`src/rtl/imm_encoder_if.sv`:
```
// Handshake bundle between the instruction encoder and its source/sink.
// The encoder is the slave; the generator/sink side is the master.
interface imm_encoder_if #(
  parameter int XLEN   = 32,
  parameter int OP_LEN = 7,
  parameter int CNT_W  = 16
);
  logic              in_valid;
  logic              in_ready;
  logic [6:0]        types;
  logic [OP_LEN-1:0] opcode;
  logic [2:0]        funct3;
  logic [6:0]        funct7;
  logic [4:0]        rd;
  logic [4:0]        rs1;
  logic [4:0]        rs2;
  logic [XLEN-1:0]   imm;
  logic              out_valid;
  logic              out_ready;
  logic [31:0]       instr;
  logic [2:0]        err;
  logic [CNT_W-1:0]  err_cnt;
  logic              clr_cnt;

  modport slave (
    input  in_valid, types, opcode, funct3, funct7, rd, rs1, rs2, imm,
    input  out_ready, clr_cnt,
    output in_ready, out_valid, instr, err, err_cnt
  );

  modport master (
    output in_valid, types, opcode, funct3, funct7, rd, rs1, rs2, imm,
    output out_ready, clr_cnt,
    input  in_ready, out_valid, instr, err, err_cnt
  );
endinterface

```
`src/rtl/imm_encoder.sv`:
```
// Packs RV32 fields plus a full-width immediate into an instruction word and flags unencodable immediates.
// Two-stage pipe, 2-cycle latency; stalls hold the output word, input refused only when both stages are full and the sink stalls.
module imm_encoder #(
  parameter int XLEN   = 32,
  parameter int OP_LEN = 7,
  parameter int CNT_W  = 16
) (
  input logic          clk,
  input logic          rst_n,
  imm_encoder_if.slave bus
);
  localparam logic [6:0] T_R    = 7'b1000000;
  localparam logic [6:0] T_I    = 7'b0100000;
  localparam logic [6:0] T_L    = 7'b0010000;
  localparam logic [6:0] T_S    = 7'b0001000;
  localparam logic [6:0] T_J    = 7'b0000100;
  localparam logic [6:0] T_B    = 7'b0000010;
  localparam logic [6:0] T_U    = 7'b0000001;
  localparam logic [6:0] T_JALR = 7'b0100100;

  logic              s1_vld_q;
  logic [6:0]        s1_types_q;
  logic [OP_LEN-1:0] s1_op_q;
  logic [2:0]        s1_f3_q;
  logic [6:0]        s1_f7_q;
  logic [4:0]        s1_rd_q;
  logic [4:0]        s1_rs1_q;
  logic [4:0]        s1_rs2_q;
  logic [XLEN-1:0]   s1_imm_q;
  logic [2:0]        s1_err_q;

  logic              s2_vld_q;
  logic [31:0]       s2_instr_q;
  logic [2:0]        s2_err_q;

  logic [CNT_W-1:0]  cnt_q;
  logic [CNT_W-1:0]  cnt_d;

  logic              s1_adv;
  logic              s2_adv;
  logic              eq11;
  logic              eq12;
  logic              eq20;
  logic              type_e;
  logic              align_e;
  logic              range_e;
  logic              s1_shift;
  logic [31:0]       instr_d;

  // A stage may load when it is empty or its content moves on this cycle.
  assign s2_adv       = !s2_vld_q || bus.out_ready;
  assign s1_adv       = !s1_vld_q || s2_adv;
  assign bus.in_ready = s1_adv;

  // Sign-extension checks: the upper bits must all be copies of the top kept bit.
  assign eq11 = (&bus.imm[31:11]) || !(|bus.imm[31:11]);
  assign eq12 = (&bus.imm[31:12]) || !(|bus.imm[31:12]);
  assign eq20 = (&bus.imm[31:20]) || !(|bus.imm[31:20]);

  always_comb begin
    type_e  = 1'b0;
    align_e = 1'b0;
    range_e = 1'b0;
    case (bus.types)
      T_R: ;
      T_I: begin
        if (bus.funct3[1:0] == 2'b01) range_e = |bus.imm[31:5];
        else                          range_e = !eq11;
      end
      T_L, T_JALR, T_S: range_e = !eq11;
      T_B: begin
        range_e = !eq12;
        align_e = bus.imm[0];
      end
      T_J: begin
        range_e = !eq20;
        align_e = bus.imm[0];
      end
      T_U:     align_e = |bus.imm[11:0];
      default: type_e  = 1'b1;
    endcase
  end

  always_ff @(posedge clk or negedge rst_n) begin
    if (!rst_n) begin
      s1_vld_q   <= 1'b0;
      s1_types_q <= '0;
      s1_op_q    <= '0;
      s1_f3_q    <= '0;
      s1_f7_q    <= '0;
      s1_rd_q    <= '0;
      s1_rs1_q   <= '0;
      s1_rs2_q   <= '0;
      s1_imm_q   <= '0;
      s1_err_q   <= '0;
    end else if (s1_adv) begin
      s1_vld_q <= bus.in_valid;
      if (bus.in_valid) begin
        s1_types_q <= bus.types;
        s1_op_q    <= bus.opcode;
        s1_f3_q    <= bus.funct3;
        s1_f7_q    <= bus.funct7;
        s1_rd_q    <= bus.rd;
        s1_rs1_q   <= bus.rs1;
        s1_rs2_q   <= bus.rs2;
        s1_imm_q   <= bus.imm;
        s1_err_q   <= {type_e, align_e, range_e};
      end
    end
  end

  assign s1_shift = (s1_types_q == T_I) && (s1_f3_q[1:0] == 2'b01);

  // Range/align errors still pack the truncated bits; only an unknown type yields zero.
  always_comb begin
    instr_d = '0;
    case (s1_types_q)
      T_R: instr_d = {s1_f7_q, s1_rs2_q, s1_rs1_q, s1_f3_q, s1_rd_q, s1_op_q};
      T_I: begin
        if (s1_shift)
          instr_d = {s1_f7_q, s1_imm_q[4:0], s1_rs1_q, s1_f3_q, s1_rd_q, s1_op_q};
        else
          instr_d = {s1_imm_q[11:0], s1_rs1_q, s1_f3_q, s1_rd_q, s1_op_q};
      end
      T_L, T_JALR:
        instr_d = {s1_imm_q[11:0], s1_rs1_q, s1_f3_q, s1_rd_q, s1_op_q};
      T_S:
        instr_d = {s1_imm_q[11:5], s1_rs2_q, s1_rs1_q, s1_f3_q, s1_imm_q[4:0], s1_op_q};
      T_B:
        instr_d = {s1_imm_q[12], s1_imm_q[10:5], s1_rs2_q, s1_rs1_q, s1_f3_q,
                   s1_imm_q[4:1], s1_imm_q[11], s1_op_q};
      T_J:
        instr_d = {s1_imm_q[20], s1_imm_q[10:1], s1_imm_q[11], s1_imm_q[19:12],
                   s1_rd_q, s1_op_q};
      T_U:     instr_d = {s1_imm_q[31:12], s1_rd_q, s1_op_q};
      default: instr_d = '0;
    endcase
  end

  always_ff @(posedge clk or negedge rst_n) begin
    if (!rst_n) begin
      s2_vld_q   <= 1'b0;
      s2_instr_q <= '0;
      s2_err_q   <= '0;
    end else if (s2_adv) begin
      s2_vld_q <= s1_vld_q;
      if (s1_vld_q) begin
        s2_instr_q <= instr_d;
        s2_err_q   <= s1_err_q;
      end
    end
  end

  // Clear has priority over a same-cycle increment.
  always_comb begin
    cnt_d = cnt_q;
    if (bus.clr_cnt)
      cnt_d = '0;
    else if (s2_vld_q && bus.out_ready && (|s2_err_q) && !(&cnt_q))
      cnt_d = cnt_q + 1'b1;
  end

  always_ff @(posedge clk or negedge rst_n) begin
    if (!rst_n) cnt_q <= '0;
    else        cnt_q <= cnt_d;
  end

  assign bus.out_valid = s2_vld_q;
  assign bus.instr     = s2_instr_q;
  assign bus.err       = s2_err_q;
  assign bus.err_cnt   = cnt_q;
endmodule

```
`src/flat_wrapper.sv`:
```
// flat-port wrapper written by rule: the top's interface ports become plain ports
module imm_encoder_flat 
#(
  parameter int XLEN   = 32,
  parameter int OP_LEN = 7,
  parameter int CNT_W  = 16
)
  (clk, rst_n, bus_in_valid, bus_types, bus_opcode, bus_funct3, bus_funct7, bus_rd, bus_rs1, bus_rs2, bus_imm, bus_out_ready, bus_clr_cnt, bus_in_ready, bus_out_valid, bus_instr, bus_err, bus_err_cnt);
  imm_encoder_if #(.XLEN(XLEN), .OP_LEN(OP_LEN), .CNT_W(CNT_W)) bus_i ();
  input logic clk;
  input logic rst_n;
  input wire logic [$bits(bus_i.in_valid)-1:0] bus_in_valid;
  input wire logic [$bits(bus_i.types)-1:0] bus_types;
  input wire logic [$bits(bus_i.opcode)-1:0] bus_opcode;
  input wire logic [$bits(bus_i.funct3)-1:0] bus_funct3;
  input wire logic [$bits(bus_i.funct7)-1:0] bus_funct7;
  input wire logic [$bits(bus_i.rd)-1:0] bus_rd;
  input wire logic [$bits(bus_i.rs1)-1:0] bus_rs1;
  input wire logic [$bits(bus_i.rs2)-1:0] bus_rs2;
  input wire logic [$bits(bus_i.imm)-1:0] bus_imm;
  input wire logic [$bits(bus_i.out_ready)-1:0] bus_out_ready;
  input wire logic [$bits(bus_i.clr_cnt)-1:0] bus_clr_cnt;
  output wire logic [$bits(bus_i.in_ready)-1:0] bus_in_ready;
  output wire logic [$bits(bus_i.out_valid)-1:0] bus_out_valid;
  output wire logic [$bits(bus_i.instr)-1:0] bus_instr;
  output wire logic [$bits(bus_i.err)-1:0] bus_err;
  output wire logic [$bits(bus_i.err_cnt)-1:0] bus_err_cnt;
  assign bus_i.in_valid = bus_in_valid;
  assign bus_i.types = bus_types;
  assign bus_i.opcode = bus_opcode;
  assign bus_i.funct3 = bus_funct3;
  assign bus_i.funct7 = bus_funct7;
  assign bus_i.rd = bus_rd;
  assign bus_i.rs1 = bus_rs1;
  assign bus_i.rs2 = bus_rs2;
  assign bus_i.imm = bus_imm;
  assign bus_i.out_ready = bus_out_ready;
  assign bus_i.clr_cnt = bus_clr_cnt;
  assign bus_in_ready = bus_i.in_ready;
  assign bus_out_valid = bus_i.out_valid;
  assign bus_instr = bus_i.instr;
  assign bus_err = bus_i.err;
  assign bus_err_cnt = bus_i.err_cnt;
  imm_encoder #(.XLEN(XLEN), .OP_LEN(OP_LEN), .CNT_W(CNT_W)) u_core (.clk(clk), .rst_n(rst_n), .bus(bus_i));
endmodule
```
`config.mk`:
```
export PLATFORM = sky130hd
export DESIGN_NAME = imm_encoder_flat
export DESIGN_NICKNAME = d
export VERILOG_FILES = /design/src/rtl/imm_encoder_if.sv /design/src/rtl/imm_encoder.sv /design/src/flat_wrapper.sv
export SDC_FILE = /design/constraint.sdc
export NUM_CORES = 1
export LEC_CHECK = 0
export ABC_CLOCK_PERIOD_IN_PS = 4250
export BUFFER_PORTS_ARGS = -buffer_cell sky130_fd_sc_hd__buf_4
export CAP_MARGIN = 5
export CORE_MARGIN = 3
export CORE_UTILIZATION = 50
export CTS_CLUSTER_DIAMETER = 30
export CTS_CLUSTER_SIZE = 40
export DETAILED_ROUTE_END_ITERATION = 10
export GPL_TIMING_DRIVEN = 0
export MAX_ROUTING_LAYER = met4
export PLACE_DENSITY = 0.81
export SLEW_MARGIN = 15
export SYNTH_ARGS = -nofsm -noshare
export SYNTH_HDL_FRONTEND = slang
export SYNTH_SLANG_ARGS = --single-unit
```
`constraint.sdc`:
```
create_clock -name clk -period 4.25 [get_ports clk]
set_input_delay 0.2125 -clock clk [delete_from_list [all_inputs] [get_ports clk]]
set_output_delay 0.2125 -clock clk [all_outputs]
set_load 0.02 [all_outputs]
```
==> results.toml <==
[critical_path]
cp_slowest_stage_delay_ns = 0.46
crit_path_start_kind = "flop"
path_max_fanout = 10
critPathSlowestCell = "clkbuf_1"
arrival_ns = 2.67
endpoint_kind = "flop"
path_class = "flop to flop"
path_buf_inv = 2
worstPathRequired_ns = 4.59
crit_family = "simple AND/OR/NAND/NOR gates"
cp_cell_sequence = "buf_2, nor3_1, and4b_1, clkbuf_1, a222oi_1, a22oi_1"
reg2reg_slack_ns = 1.91

[yosys]
netlist_area_sq_mm = 0.00600
syn_nets = 608
ys_ff_latch = 127
yosys.area.top_type = "dfrtp_1"
avgSynthCellArea_sq_um = 11.3
synth_commonest_cells = "dfrtp_1, mux2_2, nand2_1"
synth.area.top_cells = "dfrtp_1, mux2_2, nand2_1"
synth-edff-count = 0
synth_top_area_share = 0.530
ys.flop_type = "dfrtp_1"
synth_cell_types = 69
synthArstFlopShare = 1.00
synth_cells = 531
ys_seq_area_frac = 0.530
synth_warnings = 0
synth_most_common_cell = "dfrtp_1"

[drt]
drc_errors = 0
vias = 5040
drt_iter0_drc = 624
wl_um = 16300
drtPass1Iterations = 6
viasPerCell = 6.07
routedWlPerCell_um = 19.6
ant_nets = 0

[die]
start_util = 0.519
io_pins = 129
die_w_um = 116
rows = 39
die_area_sq_mm = 0.0133
core-area_sq_mm = 0.0116
die_y_um = 116

[clock_network]
ctsHoldBuffers = 1
clk_pin_slew_worst_paths_ns = 0.05
cts_sinks = 127
cts_buffer_depth = 2
insertion_delay_ns = 0.42
postCtsSetupBuffers = 0
numCtsBuffers = 17
cts_tree = "done"
cts_root_buf = "clkbuf_16"
h-tree-depth = 4
cts_resized = 0

[sta]
hold_viol = 0
period_minus_slack_ns = 2.34
fmax_mhz = 428
rsz0062_at_grt = "no"
fin_setup_tns_ns = 0
setup_viol_count_final = 0
fin_skew_ns = 0.00894
drv_slew = 0
tightestPinTransition_ns = 0.913
fin_crit_sh = 0.550
whs_ns = 0.0152
slew_headroom = 0.385

[cells_and_area]
nets = 751
insertedDiodeCount = 0
syn_to_final_growth_pct = 30.0
drive_above_1_share = 0.361
layout.cells.non_filler = 830
utilization = 0.674

[place]
io_buffer_count = 122
place_inst = 797
hpwl_um = 11800
place_congestion = 0.909

[global_route]
top_usage_layer = "met2"
grt_pass1_vias = 5032
grt_usage = 0.260
grt_max_degree = 71
grt-ovfl-total = 0
use_met2 = 0.413
antenna_found_initial = 0
grt_pass1_wl_um = 25800
met1_usage = 0.323
met3_usage = 0.0705

[power_and_ir_drop]
power.total_mw = 3.64
power.density_mw_per_mm2 = 467
power.leakage_nw = 3.40
irDropWorstVdd_uv = 315

[run]
max-cap-violations = 0

[outcome]
status = "finished, final reports clean"

[hold_path]
hold_path_class = "input pin to flop"
[where the power goes]
part	internal [mW]	total (mW)	switching [mW]
logic	0.264	0.585	0.321
registers	1.35	1.44	0.0938
clock network	1.10	1.62	0.520
[worst paths after layout]
check	start	endpoint	cells after the start
min in group asynchronous	rst_n	u_core.bus.instr[1]	2
min	bus_in_valid	u_core.s1_vld_q	2
min reg2reg	u_core.s1_err_q[2]	u_core.bus.err[2]	2
max in group asynchronous	rst_n	u_core.s1_rs1_q[2]	3
max reg2reg	u_core.s1_types_q[4]	u_core.bus.instr[22]	6
max	u_core.s1_types_q[4]	u_core.bus.instr[22]	6
[flip-flops by register name, indices dropped and copies added, names as in the netlist]
name / flops
u_core.s1_err_q: 3
u_core.s1_f7_q: 7
u_core.s1_rd_q: 5
u_core.s1_f3_q: 3
u_core.s1_vld_q: 1
u_core.bus.err_cnt: 16
u_core.s1_rs1_q: 5
u_core.s1_rs2_q: 5
u_core.s1_imm_q: 32
u_core.bus.instr: 32
u_core.bus.err: 3
u_core.bus.out_valid: 1
u_core.s1_types_q: 7
u_core.s1_op_q: 7
[worst register-to-register path: cells and delay by family, from the launching register on]
family                 cells  cell delay [ns]
and+or+nand+nor            2             0.73
AOI/OAI and AO/OA          2             0.41
DFF                        1             0.44
buffers and inverters      2             0.68
[metal layers]
metal  up-vias  share of wire
met5         -              0
met4         0          0.023
met3        35          0.074
met2       243           0.49
met1      2494           0.41
li1       2268              -
[metrics by stage]
stage | instance area [sq um] | worst slack (ns)
after floorplan | 6000 | 2.38
after CTS | 7800 | 1.95
after global routing | 7800 | 1.78
final | 7800 | 1.91
after detailed placement | 7120 | 1.99
after global placement | 7090 | 1.97
[final cells by class]
cell class / instances / area [sq um]
plain buffers: 32 / 135
repair buffers: 124 / 957
well taps: 143 / 179
clock buffers: 22 / 484
clock inverters: 10 / 181
fillers: 848 / 3770
multi-input cells: 365 / 2660
inverters: 7 / 26.3
flip-flops and latches: 127 / 3180
[cell families after synthesis]
| logic type | synth area share |
|---|---|
| compound gates | 0.136 |
| fa+ha+maj | 0.00209 |
| simple gates | 0.146 |
| flops | 0.530 |
| buf+inv | 0.0269 |
| xor+xnor | 0.0277 |
| mux | 0.131 |
[cell usage in the layout (no fill, tap or decap), types with 7 or more instances in the layout]
| master | netlist | layout |
|---|---|---|
| xor2_1 | 13 | 13 |
| clkbuf_1 | 17 | 18 |
| o21ai_1 | 8 | 8 |
| clkbuf_16 | 0 | 17 |
| a22o_1 | 8 | 8 |
| buf_1 | 8 | 8 |
| mux2_2 | 69 | 69 |
| a222oi_1 | 10 | 10 |
| a21oi_1 | 8 | 8 |
| nand2_1 | 49 | 49 |
| a22oi_1 | 13 | 13 |
| inv_1 | 7 | 7 |
| nand4_1 | 13 | 13 |
| o21ai_2 | 8 | 8 |
| nand3_1 | 16 | 16 |
| buf_4 | 0 | 121 |
| nor2_1 | 41 | 41 |
| dfrtp_1 | 127 | 127 |
| o21ai_0 | 12 | 12 |
| nor4_1 | 13 | 13 |
Note: power is estimated with default switching activity, not from simulation.
